## config.mk

```make
export PLATFORM = sky130hd
export DESIGN_NAME = mem_request_arbiter
export DESIGN_NICKNAME = d
export VERILOG_FILES = /design/src/rtl/mem_arb_pkg.sv /design/src/rtl/mem_arb_pick.sv /design/src/rtl/mem_request_arbiter.sv
export SDC_FILE = /design/constraint.sdc
export NUM_CORES = 1
export LEC_CHECK = 0
export BUFFER_PORTS_ARGS = -buffer_cell sky130_fd_sc_hd__buf_2
export CAP_MARGIN = 10
export CORE_ASPECT_RATIO = 2
export CORE_MARGIN = 3
export CORE_UTILIZATION = 42
export CTS_CLUSTER_DIAMETER = 50
export DETAILED_ROUTE_END_ITERATION = 8
export GPL_TIMING_DRIVEN = 0
export PLACE_DENSITY = 0.84
export REMOVE_ABC_BUFFERS = 1
export SKIP_LAST_GASP = 1
export SLEW_MARGIN = 10
export SYNTH_ARGS = -nofsm -noshare
export SYNTH_HDL_FRONTEND = slang
export SYNTH_SLANG_ARGS = --single-unit
```

## constraint.sdc

```tcl
create_clock -name clk -period 2.1 [get_ports clk]
set_input_delay 0.42 -clock clk [delete_from_list [all_inputs] [get_ports clk]]
set_output_delay 0.42 -clock clk [all_outputs]
set_load 0.05 [all_outputs]
```

## src/rtl/mem_arb_pkg.sv

```systemverilog
// Shared types and constants for the memory request arbiter: FSM states,
// memory-controller status codes and the client identifier.
package mem_arb_pkg;

  typedef enum logic [2:0] {
    ST_IDLE  = 3'd0,
    ST_ISSUE = 3'd1,
    ST_WAIT  = 3'd2,
    ST_RESP  = 3'd3,
    ST_HALT  = 3'd4
  } arb_state_t;

  typedef enum logic {
    CLIENT_FETCH = 1'b0,
    CLIENT_DATA  = 1'b1
  } client_id_t;

  localparam logic [1:0] MC_STAT_ERR  = 2'd0;
  localparam logic [1:0] MC_STAT_BUSY = 2'd1;
  localparam logic [1:0] MC_STAT_DONE = 2'd2;

endpackage

```

## src/rtl/mem_arb_pick.sv

```systemverilog
// Combinational grant selection between the fetch and data clients.
// ARB_ROUND_ROBIN_EN selects round-robin ties; otherwise data has fixed priority.
module mem_arb_pick
  import mem_arb_pkg::*;
(
  input  logic       i_ifReq,
  input  logic       i_dReq,
  input  client_id_t i_ptr,
  output logic       o_valid,
  output client_id_t o_grant
);

`ifndef ARB_ROUND_ROBIN_EN
  logic w_unusedPtr;
  assign w_unusedPtr = i_ptr;
`endif

  always_comb begin
    o_valid = i_ifReq | i_dReq;
    o_grant = CLIENT_FETCH;
`ifdef ARB_ROUND_ROBIN_EN
    if (i_ifReq && i_dReq) begin
      o_grant = i_ptr;
    end else if (i_dReq) begin
      o_grant = CLIENT_DATA;
    end
`else
    if (i_dReq) begin
      o_grant = CLIENT_DATA;
    end
`endif
  end

endmodule

```

## src/rtl/mem_request_arbiter.sv

```systemverilog
// Arbitrates fetch and data clients onto a single memory-controller port.
// Define ARB_ROUND_ROBIN_EN for round-robin ties; default build gives data priority.
module mem_request_arbiter
  import mem_arb_pkg::*;
#(
  parameter int TIMEOUT_CYCLES = 64
) (
  input  logic        clk,
  input  logic        reset,
  input  logic        if_req,
  input  logic [31:0] if_addr,
  input  logic        if_virt,
  output logic        if_ack,
  output logic        if_err,
  output logic [31:0] if_rdata,
  input  logic        d_req,
  input  logic        d_we,
  input  logic [31:0] d_addr,
  input  logic [31:0] d_wdata,
  input  logic        d_virt,
  output logic        d_ack,
  output logic        d_err,
  output logic [31:0] d_rdata,
  input  logic        exec_mode,
  output logic [31:0] mcRamAddress,
  output logic [31:0] mcRamIn,
  output logic        mcReadReq,
  output logic        mcWriteReq,
  output logic        mcAddrVirtual,
  output logic        mcExecMode,
  input  logic [31:0] mcRamOut,
  input  logic [1:0]  mcStatus,
  output logic        timeout
);

  localparam logic [7:0] LP_LAST_COUNT = 8'(TIMEOUT_CYCLES - 1);

  arb_state_t r_state;
  arb_state_t w_nextState;
  client_id_t r_owner;
  client_id_t r_ptr;
  client_id_t w_pickId;
  logic       w_pickValid;
  logic       w_grant;
  logic       w_complete;
  logic       w_fail;
  logic       w_expire;
  logic [7:0] r_count;
  logic       r_isWrite;
  logic [31:0] r_mcAddr;
  logic [31:0] r_mcWdata;
  logic       r_mcVirt;
  logic       r_mcExec;
  logic       r_ifAck;
  logic       r_ifErr;
  logic [31:0] r_ifRdata;
  logic       r_dAck;
  logic       r_dErr;
  logic [31:0] r_dRdata;
  logic       r_timeout;

  mem_arb_pick u_pick (
    .i_ifReq (if_req),
    .i_dReq  (d_req),
    .i_ptr   (r_ptr),
    .o_valid (w_pickValid),
    .o_grant (w_pickId)
  );

  always_ff @(posedge clk or negedge reset) begin
    if (!reset) begin
      r_state <= ST_IDLE;
    end else begin
      r_state <= w_nextState;
    end
  end

  always_comb begin
    w_nextState = r_state;
    w_grant     = 1'b0;
    w_complete  = 1'b0;
    w_fail      = 1'b0;
    w_expire    = 1'b0;
    case (r_state)
      ST_IDLE: begin
        if (w_pickValid) begin
          w_grant     = 1'b1;
          w_nextState = ST_ISSUE;
        end
      end
      ST_ISSUE: w_nextState = ST_WAIT;
      ST_WAIT: begin
        case (mcStatus)
          MC_STAT_DONE: begin
            w_complete  = 1'b1;
            w_nextState = ST_RESP;
          end
          MC_STAT_ERR: begin
            w_fail      = 1'b1;
            w_nextState = ST_RESP;
          end
          default: begin
            if (r_count == LP_LAST_COUNT) begin
              w_expire    = 1'b1;
              w_nextState = ST_HALT;
            end
          end
        endcase
      end
      ST_RESP: w_nextState = ST_IDLE;
      ST_HALT: w_nextState = ST_HALT;
      default: w_nextState = ST_IDLE;
    endcase
  end

  // Datapath: latch the winning request, run the wait counter, and post
  // one-cycle acks with error/read data when the controller finishes.
  always_ff @(posedge clk or negedge reset) begin
    if (!reset) begin
      r_owner   <= CLIENT_FETCH;
      r_ptr     <= CLIENT_FETCH;
      r_count   <= '0;
      r_isWrite <= 1'b0;
      r_mcAddr  <= '0;
      r_mcWdata <= '0;
      r_mcVirt  <= 1'b0;
      r_mcExec  <= 1'b0;
      r_ifAck   <= 1'b0;
      r_ifErr   <= 1'b0;
      r_ifRdata <= '0;
      r_dAck    <= 1'b0;
      r_dErr    <= 1'b0;
      r_dRdata  <= '0;
      r_timeout <= 1'b0;
    end else begin
      r_ifAck <= 1'b0;
      r_dAck  <= 1'b0;
      if (w_grant) begin
        r_owner  <= w_pickId;
        r_ptr    <= (w_pickId == CLIENT_FETCH) ? CLIENT_DATA : CLIENT_FETCH;
        r_mcExec <= exec_mode;
        if (w_pickId == CLIENT_DATA) begin
          r_mcAddr  <= d_addr;
          r_mcWdata <= d_wdata;
          r_mcVirt  <= d_virt;
          r_isWrite <= d_we;
        end else begin
          r_mcAddr  <= if_addr;
          r_mcWdata <= '0;
          r_mcVirt  <= if_virt;
          r_isWrite <= 1'b0;
        end
      end
      if (r_state == ST_ISSUE) begin
        r_count <= '0;
      end else if (r_state == ST_WAIT && !w_complete && !w_fail && !w_expire) begin
        r_count <= r_count + 8'd1;
      end
      if (w_complete || w_fail || w_expire) begin
        if (r_owner == CLIENT_DATA) begin
          r_dAck <= 1'b1;
          r_dErr <= w_fail | w_expire;
          if (w_complete && !r_isWrite) begin
            r_dRdata <= mcRamOut;
          end
        end else begin
          r_ifAck <= 1'b1;
          r_ifErr <= w_fail | w_expire;
          if (w_complete && !r_isWrite) begin
            r_ifRdata <= mcRamOut;
          end
        end
      end
      if (w_expire) begin
        r_timeout <= 1'b1;
      end
    end
  end

  assign mcReadReq     = (r_state == ST_ISSUE) && !r_isWrite;
  assign mcWriteReq    = (r_state == ST_ISSUE) &&  r_isWrite;
  assign mcRamAddress  = r_mcAddr;
  assign mcRamIn       = r_mcWdata;
  assign mcAddrVirtual = r_mcVirt;
  assign mcExecMode    = r_mcExec;
  assign if_ack        = r_ifAck;
  assign if_err        = r_ifErr;
  assign if_rdata      = r_ifRdata;
  assign d_ack         = r_dAck;
  assign d_err         = r_dErr;
  assign d_rdata       = r_dRdata;
  assign timeout       = r_timeout;

endmodule

```

==> run metrics <==
post-synth cell types=between 40 and 50; Global Route Usage Sum=0.192; Detailed Place HPWL=11100 um; clock root buffer=clkbuf_16; Final Skew=0.0101 ns; DR iter-0 viols=about 120; Hold Vio Cnt, Final=0; initial antenna violation count=0; Place WS=-0.966 ns; Max-Cap Viols=0; post-route non-filler standard cell count=921; overall power=about 16 mW; Yosys reg bits=around 150; largest family of logic cells by synthesized area=multiplexers; Post-Synth Adder-Cell Area=0.00208; vias in the first global route=4883; setup TNS=0 ns; WL per Instance=between 15 and 20 um; area growth from synthesis to layout=39.4%; status=finished clean; maximum VDD drop=between 0.9 and 1 mV; Avg Inst Size Synth=13.7 um2; Synthesis Warnings=0; commonest cells after routing, fill and taps aside=buf_2, dfrtp_1, nand2_1, mux2i_1, o21ai_0; clock latency on the worst-skew pair=0.41 ns; pwr dens=1930 nW/um2; ranking of synthesized cells by area=dfrtp_1, mux2_4, mux2_2; Tmin final=2.06 ns; most common cell after layout, fill and taps aside=buf_2; Via Count=4553; largest net degree at the start of global routing=79; post-synthesis mux area share=0.196; Starting Density=0.432; Via density=4.94; I/O Buffers=274; Final period util=0.980; first drt pass iteration count=4; Slew @ Worst Pin=1.04 ns; first-pass GRT wire length=between 20000 and 25000 um; LEAKAGE=approximately 4.5 nW; post-synth top area share=0.614; synthesized cell area=roughly 6000 um2; drt total wl=15200 um; CTS Sinks=148; Synth Area in Compound Gates=0.0951; antenna cells=0; Synth Area in Simple Gates=0.0664; Max Clk Rate=approximately 500 MHz; Worst Slack Setup Final=just over 0.04 ns; cell taking the most area after synthesis=dfrtp_1; # H-tree levels=4; Routed Antenna Nets=0; drt drc=0; placed cell count=879; maximum fanout along the worst path=16; final setup fails=0; Post-Syn Instances=approximately 440; RSZ-0062 raised after global routing=yes; Bufs on Longest Clock Path=2; Worst slew margin=0.308; Worst EP arrival=between 2 and 2.5 ns; Die Span X=90.7 um; Crit Path Class=reg -> reg; CTS tree=done; GP Congestion=0.824; Die ar.=15900 um2; Worst EP required=about 2.4 ns; hold_ws=0.0306 ns; clock transition at the registers of the reported paths=about 0.070 ns; I/O pins=approximately 280; Cell Rows=61; xor and xnor area share after synthesis=0.00291; Final #Nets=858; Die Y=175 um; hold crit path type=in -> async; Num CTS Buffers=17; Crit. End Element=flop; layout cell share with drive strength beyond 1=0.546; post-synthesis sequential area ratio=0.614; fin. max-slew vios=0; grt total ovfl=0; Core Area=14000 um2; Worst setup SP type=flop
through the flow:
step	util	cell area (um2)
global route	0.602	8400
finish	0.602	8400
CTS	0.597	8340
global placement	0.537	7500
floorplan	-	5890
detailed placement	0.544	7590
synth_stat cells:
library cell  number
or4_1              2
inv_1              1
mux2_2            34
ha_1               1
a2bb2oi_1          2
mux2_4            30
nor3_1             4
a21oi_1            6
nand2_2            1
clkbuf_1          19
or3_1              1
nand3b_1           1
buf_2              5
nor3b_4            1
or4b_2             1
or2_2              1
nor4bb_1           1
or3b_1             1
and2_1             2
nand3_1            3
o21a_1             1
o21bai_1           1
nand4bb_1          1
xnor2_1            2
mux2i_1           35
o41ai_1            2
nor3b_1            2
a22o_1            33
or3b_2             1
nand3b_2           1
nor2_1             6
a21o_1             1
nor2b_1            1
o21ai_0           36
nand2b_1           2
dfrtp_1          148
and3_1             1
buf_6              3
nand2_1           42
buf_1              1
o31ai_1            1
nand4_1            2
a2111oi_0          1
report_power, final:
part / internal [mW] / switching (mW) / total [mW]
Clock: 1.82 / 1.25 / 3.07
Combinational: 2.29 / 6.01 / 8.30
Sequential: 4.11 / 0.689 / 4.80
critical path: stages, from the launching register on:
cell and delay, ns:
dfrtp_2 0.47, or3b_4 0.46, nor3b_4 0.23, buf_4 0.19, nand3b_4 0.09, buf_12 0.19, mux2_4 0.31
routing by layer:
metal,vias to the layer above,GRT usage,part of all wire
li1,2150,-,-
met4,0,0.0799,0.022
met3,24,0.0373,0.052
met1,2203,0.204,0.36
met5,-,0,0
met2,176,0.365,0.57
layout make-up:
cell class | instances | area, um2
sequential | 148 | 3710
clock buffer | 18 | 439
timing repair buffer | 286 | 1560
inverter | 1 | 3.75
tap | 189 | 236
clock inverter | 14 | 165
fill | 1111 | 5560
multi-input combinational | 265 | 2290
repair_timing:
action / in CTS / in global routing
resized for setup: 12 / 7
pin swaps: 2 / 1
setup endpoints to repair: 105 / 105
cloned: 1 / 0
hold buffers: 0 / 0
setup buffers: 5 / 4
worst paths after layout:
kind	endpoint	slack [ns]	from	depth (start not counted)
hold / removal	d_rdata[6]	0.03	reset	1
setup / recovery	d_rdata[18]	0.04	r_state[0]	6
min in group clk	mcExecMode	0.21	exec_mode	3
hold reg to reg	mcRamAddress[9]	0.47	mcRamAddress[9]	2
setup reg to reg	d_rdata[18]	0.04	r_state[0]	6
max in group asynchronous	mcRamAddress[25]	1.29	reset	2
kinds of logic after synthesis:
| family | after synthesis |
|---|---|
| xor gates and xnor gates | 2 |
| and+or+nand+nor | 78 |
| muxes | 99 |
| adders and majority gates | 1 |
| DFF | 148 |
| AOI/OAI and AO/OA | 84 |
| buffers and inverters | 29 |
sequential cells by signal (all words and copies together) (netlist names):
register and flops:
d_ack 1, d_err 1, d_rdata 32, if_ack 1
if_err 1, if_rdata 32, mcAddrVirtual 1, mcExecMode 1
mcRamAddress 32, mcRamIn 32, r_count 8, r_isWrite 1
r_owner 1, r_state 3, timeout 1
Power figures use the tool's default switching activity.
